--- config.mk ---
export PLATFORM = sky130hd
export DESIGN_NAME = gpio_hex_io
export DESIGN_NICKNAME = d
export VERILOG_FILES = /design/src/rtl/gpio_hex_io.sv
export SDC_FILE = /design/constraint.sdc
export NUM_CORES = 1
export LEC_CHECK = 0
export ABC_CLOCK_PERIOD_IN_PS = 13500
export BUFFER_PORTS_ARGS = -buffer_cell sky130_fd_sc_hd__buf_2
export CAP_MARGIN = 5
export CELL_PAD_IN_SITES_DETAIL_PLACEMENT = 1
export CELL_PAD_IN_SITES_GLOBAL_PLACEMENT = 2
export CORE_UTILIZATION = 42
export DETAILED_ROUTE_END_ITERATION = 8
export MAX_ROUTING_LAYER = met4
export PLACE_DENSITY = 0.89
export SKIP_LAST_GASP = 1
export SYNTH_ARGS = -nofsm -noshare
export SYNTH_HDL_FRONTEND = slang
export SYNTH_SLANG_ARGS = --single-unit
--- constraint.sdc ---
create_clock -name clk -period 13.5 [get_ports clk]
set_clock_uncertainty 0.1 [all_clocks]
set_input_delay 2.025 -clock clk [delete_from_list [all_inputs] [get_ports clk]]
set_output_delay 2.025 -clock clk [all_outputs]
set_load 0.1 [all_outputs]
--- src/rtl/gpio_hex_io.sv ---
// gpio_hex_io: CPU GPIO word shown as hex on a multiplexed 7-segment display, debounced switches returned as GPIO input.
// Optional leading-zero blanking with `GPIO_HEX_BLANK_EN.
module gpio_hex_io #(
  parameter int DIGITS   = 8,
  parameter int SCAN_DIV = 50000,
  parameter int DEB_TICK = 250000,
  parameter int SW_WIDTH = 18
) (
  input  logic                clk,
  input  logic                rst,
  input  logic [31:0]         gpio_out,
  input  logic [SW_WIDTH-1:0] sw,
  output logic [31:0]         gpio_in,
  output logic [6:0]          hex_seg,
  output logic [DIGITS-1:0]   hex_an
);
  localparam int IW = DIGITS > 1 ? $clog2(DIGITS) : 1;
  localparam int CW = $clog2(SCAN_DIV);
  localparam int DW = $clog2(DEB_TICK);
  logic [31:0]         disp_q;
  logic [IW-1:0]       scan_idx;
  logic [CW-1:0]       scan_cnt;
  logic [DW-1:0]       deb_cnt;
  logic [SW_WIDTH-1:0] s1, s2, h0, h1, deb, all1, all0;
  logic [3:0]          nib;
  logic                blank, scan_wrap, deb_wrap;

  function automatic logic [6:0] glyph(input logic [3:0] n);
    case (n)
      4'h0: glyph = 7'h40;
      4'h1: glyph = 7'h79;
      4'h2: glyph = 7'h24;
      4'h3: glyph = 7'h30;
      4'h4: glyph = 7'h19;
      4'h5: glyph = 7'h12;
      4'h6: glyph = 7'h02;
      4'h7: glyph = 7'h78;
      4'h8: glyph = 7'h00;
      4'h9: glyph = 7'h10;
      4'hA: glyph = 7'h08;
      4'hB: glyph = 7'h03;
      4'hC: glyph = 7'h46;
      4'hD: glyph = 7'h21;
      4'hE: glyph = 7'h06;
      default: glyph = 7'h0E;
    endcase
  endfunction

  assign scan_wrap = scan_cnt == CW'(SCAN_DIV - 1);
  assign deb_wrap  = deb_cnt == DW'(DEB_TICK - 1);
  assign nib       = disp_q[{scan_idx, 2'b00} +: 4];
`ifdef GPIO_HEX_BLANK_EN
  localparam logic [31:0] VIS = 32'((64'd1 << (4 * DIGITS)) - 64'd1);
  assign blank = scan_idx != '0 && ((disp_q & VIS) >> {scan_idx, 2'b00}) == 32'd0;
`else
  assign blank = 1'b0;
`endif
  // Acceptance window is the incoming sample plus the two held ones
  assign all1    = s2 & h0 & h1;
  assign all0    = ~(s2 | h0 | h1);
  assign gpio_in = 32'(deb);

  always_ff @(posedge clk or posedge rst)
    if (rst) begin
      disp_q   <= '0;
      scan_idx <= '0;
      scan_cnt <= '0;
      deb_cnt  <= '0;
      hex_an   <= ~DIGITS'(1);
      hex_seg  <= 7'h40;
      s1       <= '0;
      s2       <= '0;
      h0       <= '0;
      h1       <= '0;
      deb      <= '0;
    end else begin
      disp_q   <= gpio_out;
      scan_cnt <= scan_wrap ? '0 : scan_cnt + CW'(1);
      if (scan_wrap) scan_idx <= scan_idx == IW'(DIGITS - 1) ? '0 : scan_idx + IW'(1);
      hex_an   <= ~(DIGITS'(1) << scan_idx);
      hex_seg  <= blank ? 7'h7F : glyph(nib);
      s1       <= sw;
      s2       <= s1;
      deb_cnt  <= deb_wrap ? '0 : deb_cnt + DW'(1);
      if (deb_wrap) begin
        h0  <= s2;
        h1  <= h0;
        deb <= all1 | (deb & ~all0);
      end
    end
endmodule

==> impl_metrics.py <==
metrics = {
    "outcome": {
        "outcome": "finished clean",
    },
    "cts": {
        "cts-root-buf": "clkbuf_16",
        "insertion_delay_ns": 0.42,
        "clk_pin_slew_ns": 0.07,
        "post-cts-setup-buffers": 0,
        "numCtsBuffers": 17,
        "cts-resized-gates": 0,
        "cts_sinks": 174,
        "cts_tree": "built",
        "h-tree-depth": 4,
        "hold_buffers": 0,
        "cts_max_path_buffers": 2,
    },
    "timing": {
        "drv_slew": 0,
        "final.period_utilization_pct": 25.9,
        "maxSlewHeadroom_pct": 27.5,
        "fin_crit_ns": 3.49,
        "worst-slew-pin-transition_ns": 1.09,
        "rsz0062_at_grt": "false",
        "worst_slack_ns": 10.01,
        "fin_setup_tns_ns": 0,
        "setup_violations": 0,
        "fmax_mhz": 286,
        "hold_violations": 0,
    },
    "critical_path": {
        "critical_path_required_ns": 11.38,
        "crit_start": "hex_an[6]",
        "crit_buf_inv": 1,
        "crit_fanout": 1,
        "arrival_ns": 1.37,
        "crit_type": "flip-flop to output pin",
        "startpoint_type": "flip-flop",
        "critPathTopFamily": "flip-flops",
        "reg2reg_from": "deb_cnt[5]",
        "end_kind": "output pin",
        "slowest_stage": "dfstp_2",
        "critPathMaxStageDelay_ns": 0.53,
        "crit_chain": "buf_2",
    },
    "placed_design": {
        "dp_hpwl_um": 9400,
        "gp_congestion": 0.757,
        "io_buffers": 84,
        "pre_cts_ws_ns": 9.71,
    },
    "die": {
        "core_region_area_sq_um": 15900,
        "die-area_sq_um": 16800,
        "rows": 46,
        "die_height_um": 130,
        "io_pins": 99,
        "start_util_pct": 43.1,
        "die_w_um": 130,
    },
    "synthesis": {
        "yosys_warnings": 0,
        "async_reset_ff_share_pct": 100,
        "yosys_register_bits": 174,
        "synth_cell_types": 45,
        "netlist_area_sq_um": 6850,
        "ys_seq_area_share_pct": 63.7,
        "dominantRegCellSynth": "dfrtp_1",
        "synth_area_per_cell_sq_um": 13.3,
        "synth_edf_count": 0,
        "synth_cells": 516,
    },
    "routing": {
        "first_pass_iters": 4,
        "first_iter_violations": 217,
        "highest_layer": "met4",
        "drtAntennaViolNets": 0,
        "wl_met2_um": 7990,
        "dr_wl_met3_um": 559,
        "drc_errors": 0,
        "met1_length_um": 6140,
        "drt-total-wl_um": 14900,
        "avgRoutedWirePerCell_um": 17.9,
        "viasPerCell": 5.32,
        "num_vias": 4423,
    },
    "cells_and_area": {
        "syn2layout_area_growth_pct": 16.6,
        "final_nets": 667,
        "drive_gt1_share_pct": 25.4,
        "finish.utilization_pct": 50.3,
        "insertedDiodeCount": 0,
    },
    "grt": {
        "grt-ovfl-total": 0,
        "grt_usage_pct": 20.0,
        "grt_max_degree": 126,
        "grt_pass1_vias": 4789,
        "grt_antenna_before_repair": 0,
        "grt_pass1_wl_um": 24700,
    },
    "flow_run": {
        "maxCapViolations": 0,
    },
    "power": {
        "power_frac_seq_pct": 50.2,
        "ir_drop_mv": 0.0856,
        "p_per_area_nw_per_um2": 134,
        "p_sw_mw": 0.283,
        "comb_power_share_pct": 5.6,
        "power_leakage_nw": 3.67,
        "power_frac_clock_pct": 44.2,
        "p_int_mw": 0.791,
        "switching_share_pct": 26.4,
    },
    "worst_hold_path": {
        "min_path_type": "flip-flop to flip-flop",
        "holdCritStartpoint": "s1[5]",
    },
}
layer usage:
metal	track usage (%)	vias up
met2	34.3	90
li1	-	2002
met1	22.9	2319
met4	7.05	0
met5	-	-
met3	4.96	12
cells in the final DEF, fill, tap and decap left out, types with 8 or more instances in the layout:
master / netlist / final
a41oi_1: 18 / 18
buf_2: 9 / 84
clkbuf_16: 0 / 17
conb_1: 1 / 14
dfrtp_1: 166 / 166
dfstp_2: 8 / 8
ha_1: 13 / 13
inv_1: 31 / 30
mux2_1: 10 / 10
mux2_2: 11 / 11
mux4_2: 8 / 8
nand2_1: 17 / 17
nand3_1: 30 / 30
nand4_1: 9 / 9
nor2_1: 18 / 18
o21ai_0: 43 / 43
o41ai_1: 18 / 18
xnor2_1: 10 / 10
xor2_1: 15 / 15
cell usage after synthesis, types with 2 or more instances:
| cell | number | area share (%) |
|---|---|---|
| dfrtp_1 | 166 | 61 |
| o21ai_0 | 43 | 3.1 |
| inv_1 | 31 | 1.7 |
| nand3_1 | 30 | 2.2 |
| a41oi_1 | 18 | 2.3 |
| nor2_1 | 18 | 0.99 |
| o41ai_1 | 18 | 2.3 |
| nand2_1 | 17 | 0.93 |
| buf_4 | 15 | 1.6 |
| xor2_1 | 15 | 1.9 |
| ha_1 | 13 | 2.4 |
| mux2_2 | 11 | 1.8 |
| mux2_1 | 10 | 1.6 |
| xnor2_1 | 10 | 1.3 |
| buf_2 | 9 | 0.66 |
| nand4_1 | 9 | 0.82 |
| dfstp_2 | 8 | 3.1 |
| mux4_2 | 8 | 2.6 |
| clkbuf_1 | 7 | 0.38 |
| mux2i_1 | 7 | 1.0 |
| a21oi_1 | 6 | 0.44 |
| or3_1 | 5 | 0.46 |
| and3_1 | 4 | 0.37 |
| and4_1 | 4 | 0.51 |
| or4_1 | 4 | 0.44 |
| buf_6 | 3 | 0.49 |
| nor2b_1 | 3 | 0.27 |
| o31ai_1 | 3 | 0.33 |
| a22o_1 | 2 | 0.26 |
| mux2i_4 | 2 | 0.66 |
| nor4b_1 | 2 | 0.26 |
| or4bb_1 | 2 | 0.33 |
flip-flops by register name (all words and copies together), names as in the netlist:
register,count
scan_cnt,16
hex_seg,7
scan_idx,3
deb,18
h1,18
hex_an,8
s1,18
s2,18
disp_q,32
deb_cnt,18
h0,18
kinds of logic after synthesis:
| group | after synthesis | share of synthesized area [%] |
|---|---|---|
| flip-flops | 174 | 63.7 |
| AND/OR/NAND/NOR | 106 | 8.86 |
| AO/OA/AOI/OAI | 93 | 9.15 |
| buffers and inverters | 66 | 4.93 |
| multiplexers | 38 | 7.76 |
| XOR/XNOR | 25 | 3.20 |
| adder cells (fa/ha/maj) | 13 | 2.37 |
| other | 1 | 0.0547 |
area by class of cell:
type	instances	area (sq um)
Timing Repair Buffer	88	450
Tap cell	216	270
Sequential cell	174	4360
Clock buffer	17	425
Multi-Input combinational cell	289	2210
Clock inverter	15	148
Fill cell	1666	7900
Inverter	32	125
path summary, 6_finish.rpt:
check,endpoint,slack (ns),depth (start not counted)
max,hex_an[6],10.01,1
min,s2[5],0.25,0
max reg2reg,h1[0],10.44,4
min reg2reg,s2[5],0.25,0
max in group asynchronous,s2[6],10.28,3
min in group asynchronous,scan_cnt[11],1.78,2
power by group through the flow:
stage                     Clock [mW]  Combinational (mW)  Sequential [mW]
after CTS                      0.487              0.0615            0.539
final                          0.475              0.0603            0.539
after global placement             0              0.0595            0.547
after floorplan                    0              0.0362            0.560
after global routing           0.505              0.0649            0.540
after detailed placement           0              0.0611            0.548
per-stage QoR:
stage	total power [mW]	hold slack, ns	cell area [sq um]	std cells
6_report	1.07	0.249	7990	831
4_1_cts	1.09	0.250	7990	831
2_1_floorplan	0.596	0.231	6900	529
5_1_grt	1.11	0.257	7990	831
3_5_place_dp	0.610	0.236	7420	799
3_3_place_gp	0.607	0.233	7420	799
(Power assumes the default switching activity.)
